`config.mk`:
```
export PLATFORM = sky130hd
export DESIGN_NAME = s2p_conv_1x8
export DESIGN_NICKNAME = d
export VERILOG_FILES = /design/src/rtl/s2p_conv_1x8.sv
export SDC_FILE = /design/constraint.sdc
export NUM_CORES = 1
export LEC_CHECK = 0
export BUFFER_PORTS_ARGS = -buffer_cell sky130_fd_sc_hd__buf_4
export CAP_MARGIN = 20
export CORE_MARGIN = 4
export CORE_UTILIZATION = 55
export CTS_BUF_LIST = sky130_fd_sc_hd__clkbuf_4 sky130_fd_sc_hd__clkbuf_8
export CTS_CLUSTER_SIZE = 14
export DETAILED_ROUTE_END_ITERATION = 8
export GPL_TIMING_DRIVEN = 0
export PLACE_DENSITY = 0.69
export SYNTH_ARGS = -nofsm -noshare
export SYNTH_HDL_FRONTEND = slang
export SYNTH_SLANG_ARGS = --single-unit
export TNS_END_PERCENT = 50
```
`constraint.sdc`:
```
create_clock -name iclk -period 6.61 [get_ports iclk]
set_clock_uncertainty 0.1 [all_clocks]
set_input_delay 1.6525 -clock iclk [delete_from_list [all_inputs] [get_ports iclk]]
set_output_delay 1.6525 -clock iclk [all_outputs]
set_load 0.02 [all_outputs]
```
`src/rtl/s2p_conv_1x8.sv`:
```
`default_nettype none
// +---------------------------------------------------------------------------+
// | Module   : s2p_conv_1x8                                                   |
// | Function : MSB-first serial-to-byte assembler with frame tagging and a    |
// |            first-word-fall-through output FIFO (valid/ready downstream).  |
// | Option   : S2P_ERR_CNT_EN adds a saturating 16-bit alignment-error count. |
// | Revision : 1.0 - initial release                                          |
// +---------------------------------------------------------------------------+
module s2p_conv_1x8 #(
  parameter int FRAME_BYTES = 188,
  parameter int BUF_DEPTH   = 4
) (
  input  logic        iclk,
  input  logic        irst,
  input  logic        idat,
  input  logic        ival,
  input  logic        isop,
  output logic        oreq,
  output logic [7:0]  odat,
  output logic        oval,
  output logic        osop,
  output logic        oeop,
  input  logic        ireq,
  output logic        oerr
`ifdef S2P_ERR_CNT_EN
  ,
  output logic [15:0] oerr_cnt
`endif
);

  localparam int c_bcw = $clog2(FRAME_BYTES);
  localparam int c_aw  = $clog2(BUF_DEPTH);

  localparam logic [0:0] c_st_idle = 1'b0;
  localparam logic [0:0] c_st_run  = 1'b1;

  localparam logic [c_bcw-1:0] c_last_byte = c_bcw'(FRAME_BYTES - 1);
  localparam logic [c_bcw-1:0] c_byte_one  = c_bcw'(1);
  localparam logic [c_aw:0]    c_cnt_one   = (c_aw + 1)'(1);
  localparam logic [c_aw:0]    c_cnt_full  = (c_aw + 1)'(BUF_DEPTH);
  localparam logic [c_aw-1:0]  c_ptr_one   = c_aw'(1);

  logic [0:0]       r_state;
  logic [2:0]       r_bit_cnt;
  logic [c_bcw-1:0] r_byte_cnt;
  logic [6:0]       r_shift;
  logic             r_sop_flag;
  logic             r_oerr;

  // Entry layout: {sop, eop, byte}
  logic [9:0]       r_mem [BUF_DEPTH];
  logic [c_aw-1:0]  r_wr_ptr;
  logic [c_aw-1:0]  r_rd_ptr;
  logic [c_aw:0]    r_count;

  logic       w_run;
  logic       w_full;
  logic       w_accept;
  logic       w_align_err;
  logic       w_eop;
  logic       w_push;
  logic       w_pop;
  logic [9:0] w_head;

  assign w_run       = (r_state == c_st_run);
  assign w_full      = (r_count == c_cnt_full);
  // Only the byte-completing bit can stall; ireq is deliberately kept out of this path.
  assign oreq        = ~(w_run && (r_bit_cnt == 3'd7) && w_full);
  assign w_accept    = ival && oreq;
  assign w_align_err = w_accept && w_run && isop &&
                       ((r_bit_cnt != 3'd0) || (r_byte_cnt != '0));
  assign w_eop       = (r_byte_cnt == c_last_byte);
  assign w_push      = w_accept && w_run && !w_align_err && (r_bit_cnt == 3'd7);
  assign w_pop       = oval && ireq;

  always_ff @(posedge iclk or negedge irst) begin
    if (!irst) begin
      r_state    <= c_st_idle;
      r_bit_cnt  <= 3'd0;
      r_byte_cnt <= '0;
      r_shift    <= '0;
      r_sop_flag <= 1'b0;
      r_oerr     <= 1'b0;
    end else begin
      r_oerr <= w_align_err;
      if (w_accept) begin
        r_shift <= {r_shift[5:0], idat};
        if (!w_run) begin
          if (isop) begin
            r_state    <= c_st_run;
            r_bit_cnt  <= 3'd1;
            r_byte_cnt <= '0;
            r_sop_flag <= 1'b1;
          end
        end else if (w_align_err) begin
          // Resynchronise on the new marker; the partial byte is abandoned.
          r_bit_cnt  <= 3'd1;
          r_byte_cnt <= '0;
          r_sop_flag <= 1'b1;
        end else begin
          r_bit_cnt <= r_bit_cnt + 3'd1;
          if (r_bit_cnt == 3'd7) begin
            r_sop_flag <= 1'b0;
            if (w_eop) begin
              r_byte_cnt <= '0;
              r_state    <= c_st_idle;
            end else begin
              r_byte_cnt <= r_byte_cnt + c_byte_one;
            end
          end
        end
      end
    end
  end

  always_ff @(posedge iclk) begin
    if (w_push) begin
      r_mem[r_wr_ptr] <= {r_sop_flag, w_eop, r_shift, idat};
    end
  end

  always_ff @(posedge iclk or negedge irst) begin
    if (!irst) begin
      r_wr_ptr <= '0;
      r_rd_ptr <= '0;
      r_count  <= '0;
    end else begin
      if (w_push) begin
        r_wr_ptr <= r_wr_ptr + c_ptr_one;
      end
      if (w_pop) begin
        r_rd_ptr <= r_rd_ptr + c_ptr_one;
      end
      if (w_push && !w_pop) begin
        r_count <= r_count + c_cnt_one;
      end else if (!w_push && w_pop) begin
        r_count <= r_count - c_cnt_one;
      end
    end
  end

  // Head fields are masked while empty so stale storage never leaks out.
  assign w_head = r_mem[r_rd_ptr];
  assign oval   = (r_count != '0);
  assign odat   = oval ? w_head[7:0] : 8'h00;
  assign osop   = oval & w_head[9];
  assign oeop   = oval & w_head[8];
  assign oerr   = r_oerr;

`ifdef S2P_ERR_CNT_EN
  logic [15:0] r_err_cnt;

  always_ff @(posedge iclk or negedge irst) begin
    if (!irst) begin
      r_err_cnt <= 16'h0000;
    end else if (r_oerr && (r_err_cnt != 16'hFFFF)) begin
      r_err_cnt <= r_err_cnt + 16'd1;
    end
  end

  assign oerr_cnt = r_err_cnt;
`endif

endmodule
`default_nettype wire

```
* Word level (Yosys, flattened, before mapping)
Memory sizes are Yosys's and may differ from the RTL's.
Index checks and enable logic that the tools add are counted.
** Cells by class
- Equality and inequality tests :: 4
- $add $sub $neg :: 6
- Muxes and demuxes :: 22
- Reductions and logical operators :: 22
- Bitwise logic cells :: 3
** Operator list (number)
- 8-bit two-way mux :: 6
- 3-bit two-way mux :: 5
- 1-bit logical AND :: 11
- 1-bit two-way mux :: 11
- 8-bit by 1-bit adder with 8-bit output (second input constant) :: 1
- 8-bit == test (second input constant) :: 1
- 8-bit nonzero test :: 1
- 3-bit by 1-bit adder with 3-bit output (second input constant) :: 2
- 3-bit == test (second input constant) :: 2
- 3-bit nonzero test :: 2
- 2-bit by 1-bit adder with 2-bit output (second input constant) :: 2
- 2-bit nonzero test :: 2
- 1-bit logical NOT :: 3
- 3-bit by 1-bit inequality test with 1-bit output (second input constant) :: 1
- 3-bit AND reduction :: 1
- 3-bit by 1-bit subtractor with 3-bit output (second input constant) :: 1
- 1-bit bitwise AND :: 2
- 2-bit AND reduction :: 1
- 1-bit logical OR :: 1
- 1-bit inverter :: 1
** Word-level totals
- Output and inout bits :: 13
- Bits in writable memories :: 40
- Input port bits :: 6
- Memories kept :: 1
- Logic and storage cells :: 67
- Flip-flop bits (word level) :: 28
** Memories
- r_mem :: depth 4, bits a word 10, read ports 1, clocked after memory_dff 0, write ports 1, RTL line 51 : logic [9:0] r_mem [BUF_DEPTH];

* Logic depth before layout (Yosys ltp)
- Depth in word-level cells :: 15
- Gate-level depth with buffers :: 13
- Depth with buffers taken out :: 12

* Worst setup path after synthesis
No wires, ideal clock.
- Kind :: input to register
- Start point :: input ival
- End point :: register r_count[2]
- Path buffers :: 1
- Required time :: 6.431 ns
- Setup time :: 0.079 ns
- Slack :: 3.249 ns
- Stages on the path :: 10
- Data arrival time :: 3.182 ns
- Path through :: nand3b_1 -> a21oi_4 -> and2_1 -> buf_4 -> ha_1 -> inv_1 -> fa_1 -> xor2_1 -> nor2_1 -> xor2_1
** Between the ends
- Longest elaborated chain between the ends :: 10
- Elaborated cells on any way between the ends :: 12
- Those cells by class :: mux (1); reduce/logical (11)
** RTL lines
- start, declared :: RTL line 16 : input logic ival,
- 1-bit logical AND * :: RTL line 69 : assign w_accept = ival && oreq;
- 1-bit logical AND * :: RTL line 70, 73
- 1-bit logical AND (2 in series) :: RTL line 70 : assign w_align_err = w_accept && w_run && isop &&
- 1-bit logical NOT :: RTL line 73 : assign w_push = w_accept && w_run && !w_align_err && (r_bit_cnt == 3'd7);
- 1-bit logical AND * (2 in series) :: RTL line 73
- net w_push :: RTL line 61 : logic w_push;
- 1-bit logical NOT :: RTL line 136 : end else if (!w_push && w_pop) begin
- 1-bit logical AND :: RTL line 136
- 2-bit nonzero test (no source line)
- end signal, assigned :: RTL line 135 : r_count <= r_count + c_cnt_one;
- end signal, assigned :: RTL line 137 : r_count <= r_count - c_cnt_one;
- end, declared :: RTL line 54 : logic [c_aw:0] r_count;
Mark *: on every way through the listed nets, which the timed path passes. The rest lies on a longest branch.
A chain may end at the register's enable or synchronous reset.

* Worst setup path in the final report
- Start point :: register r_rd_ptr[0]
- End point :: output odat[4]
** Between the ends
- Longest elaborated chain between the ends :: 2
** RTL lines
- start, declared :: RTL line 53 : logic [c_aw-1:0] r_rd_ptr;
- start signal, assigned :: RTL line 132 : r_rd_ptr <= r_rd_ptr + c_ptr_one;
- memory 4 x 10 bit
- 8-bit two-way mux :: RTL line 145 : assign odat = oval ? w_head[7:0] : 8'h00;
- end, declared :: RTL line 19 : output logic [7:0] odat,
No other way between the ends.

==> flow_metrics.py <==
metrics = {
    "grt": {
        "gr-usage-met2_pct": 30.1,
        "grt_pass1_wl_um": 8710,
        "antenna_found_initial": 0,
        "grt_overflow_total": 0,
        "grt-busiest-layer": "met2",
        "grt_pass1_vias": 1780,
        "grtUsageMet3_pct": 4.77,
        "grt_max_degree": 29,
        "use_met1_pct": 22.3,
        "track_usage_pct": 18.1,
    },
    "power_and_ir_drop": {
        "intPower_uw": 876,
        "seq_power_share_pct": 45.2,
        "ir_drop_mv": 0.165,
        "leakage_nw": 1.41,
        "clkPwrFrac_pct": 26.2,
        "netSwitchingFraction_pct": 30.2,
        "cellPowerDensity_nw_per_um2": 364,
        "combPwrFrac_pct": 28.5,
        "power.switching_uw": 379,
    },
    "drt": {
        "drt-initial-drc-count": 70,
        "vias": 1686,
        "wl_per_cell_um": 17.5,
        "routed_wl_um": 5210,
        "firstDrtPassIters": 4,
        "ant_nets": 0,
        "routed_via_density": 5.68,
        "drc": 0,
    },
    "layout": {
        "drive_above_1_share_pct": 27.8,
        "diodes": 0,
        "area_growth_syn_to_layout_pct": 13.6,
        "final_common_cell": "edfxtp_1",
        "area.sequential_um2": 1900,
        "final_cell_mix": "edfxtp_1 (40), dfrtp_1 (28), buf_4 (19), and2_1 (12)",
        "fin_util_pct": 65.8,
        "nNetsFinal": 239,
        "n_fill_cell": 370,
        "multi_input_area_um2": 1070,
    },
    "floorplan": {
        "row_count": 26,
        "core_area_um2": 5240,
        "die_h_um": 82.3,
        "die-area_um2": 6770,
        "die_w_um": 82.3,
        "initial_core_util_pct": 57.9,
        "ios": 19,
    },
    "sta": {
        "tns_ns": 0,
        "slew_violations": 0,
        "min_period_ns": 3.70,
        "rsz0062_at_grt": "no",
        "slew_headroom_pct": 57.9,
        "finalHoldViolCount": 0,
        "tightest_slew_ns": 0.631,
        "fmaxAchievable_mhz": 270,
        "setup_viol": 0,
        "fin_crit_sh_pct": 56.0,
        "fin_ws_ns": 2.91,
    },
    "critical_path": {
        "startpoint_type": "flop",
        "critPathMaxFanout": 10,
        "crit_required_ns": 4.86,
        "cp-end-kind": "primary output",
        "path_class": "flop to primary output",
        "critical_path_arrival_ns": 1.95,
    },
    "place": {
        "place_ws_ns": 2.97,
        "hpwl_um": 3650,
        "place_congestion": 0.794,
        "io_buffers": 18,
    },
    "cts": {
        "cts_made_buffers": 9,
        "h-tree-depth": 3,
        "ctsResizeCount": 0,
        "path_clk_slew_ns": 0.07,
        "cts-root-buf": "clkbuf_8",
        "tritoncts": "built",
        "clock_latency_ns": 0.33,
        "max-clock-path-buffers": 2,
        "clock_sinks": 68,
        "cts_setup_buffers": 0,
        "cts_hold_buffers": 0,
    },
    "synth": {
        "syn-num-nets": 210,
        "syn-cell-area_um2": 3030,
        "synth_cell_types": 42,
        "yosys_warnings": 0,
        "netlist.top_cell.by_area": "edfxtp_1",
        "yosys.area.top_type_share_pct": 39.6,
        "syn_inst": 193,
        "synth_seq_area_share_pct": 62.7,
        "synth.avg_cell_area_um2": 15.7,
        "ys_seq_elements": 68,
        "synthTopCellsByArea": "edfxtp_1 (40%), dfrtp_1 (23%), mux4_2 (7.4%)",
    },
    "run": {
        "max_cap_viol_count": 0,
    },
    "run_status": {
        "status": "finished, final reports clean",
    },
    "worst_hold_path": {
        "hp-class": "flop to flop",
    },
}
[synth_stat cells]
cell type,number
edfxtp_1,40
dfrtp_1,28
and2_1,12
ha_1,10
mux4_2,10
and3_1,9
inv_1,9
mux2_2,9
a22o_1,7
nand2_1,5
a21o_1,4
nor2_1,4
o21ai_1,4
xnor2_1,4
clkbuf_1,3
nand3_1,3
nor2b_1,3
nand2b_1,2
nor3_1,2
o21ai_0,2
xor2_1,2
a211o_1,1
a21boi_4,1
a21oi_1,1
a21oi_4,1
a22oi_1,1
a31oi_1,1
and4bb_2,1
buf_2,1
buf_4,1
fa_1,1
mux2_1,1
mux2i_1,1
nand3b_1,1
nand4_4,1
nor2_4,1
nor4_2,1
nor4_4,1
o211a_1,1
o211ai_2,1
o2bb2ai_1,1
or3_1,1
[per-stage QoR]
step | instances | hold slack (ns) | cell area [µm²] | total power [mW]
after global placement | 281 | 0.367 | 3260 | 0.927
final | 297 | 0.393 | 3450 | 1.25
after CTS | 297 | 0.385 | 3450 | 1.27
after global routing | 297 | 0.419 | 3450 | 1.33
after floorplan | 193 | 0.349 | 3030 | 0.820
after detailed placement | 281 | 0.371 | 3260 | 0.944
[path summary, 6_finish.rpt]
check | start | endpoint | slack (ns) | cells after the start
worst max-delay path | r_rd_ptr[0] | odat[4] | 2.91 | 4
worst min-delay path | r_count[2] | r_count[2] | 0.39 | 1
worst max register to register | r_bit_cnt[1] | r_count[2] | 3.48 | 13
worst min register to register | r_count[2] | r_count[2] | 0.39 | 1
max in group asynchronous | irst | r_shift[5] | 5.00 | 1
min in group asynchronous | irst | r_wr_ptr[1] | 1.13 | 1
[power groups by stage]
stage	clock network (mW)	registers, mW	logic [mW]
2_1_floorplan	0	0.562	0.258
3_3_place_gp	0	0.571	0.356
4_1_cts	0.335	0.568	0.367
3_5_place_dp	0	0.577	0.367
5_1_grt	0.355	0.580	0.394
6_report	0.329	0.568	0.358
[layer usage]
layer  wire, µm  share of wire (%)
met4         91                1.7
met3        195                3.7
met1       2100                 40
met2       2820                 54
met5          0                  0
[cell type report]
class | count | area share, %
buffer | 5 | 0.689
inverter | 9 | 0.980
timing repair buffer | 18 | 3.92
sequential | 68 | 55.2
clock inverter | 5 | 1.52
multi-input combinational | 111 | 31.2
tap | 70 | 2.54
clock buffer | 11 | 4.03
[registers in the layout, indices dropped and copies added, names as in the netlist]
signal,cells
oerr,1
r_count,3
r_shift,7
r_byte_cnt,8
r_sop_flag,1
r_wr_ptr,2
r_state,1
r_bit_cnt,3
r_rd_ptr,2
r_mem,40
[cell families after synthesis]
kind of cell / after synthesis / synth area share [%]
flip-flops: 68 / 62.7
AND/OR/NAND/NOR: 47 / 10.4
AO/OA/AOI/OAI: 26 / 7.09
multiplexers: 21 / 11.5
buffers and inverters: 14 / 1.90
adder cells (fa/ha/maj): 11 / 4.78
XOR/XNOR: 6 / 1.73
[critical path: stages, from the launching register on]
cell and delay [ns]:
dfrtp_1 0.41, buf_2 0.34, mux4_2 0.54, and2_1 0.17, buf_4 0.15
Power figures use the tool's default switching activity.
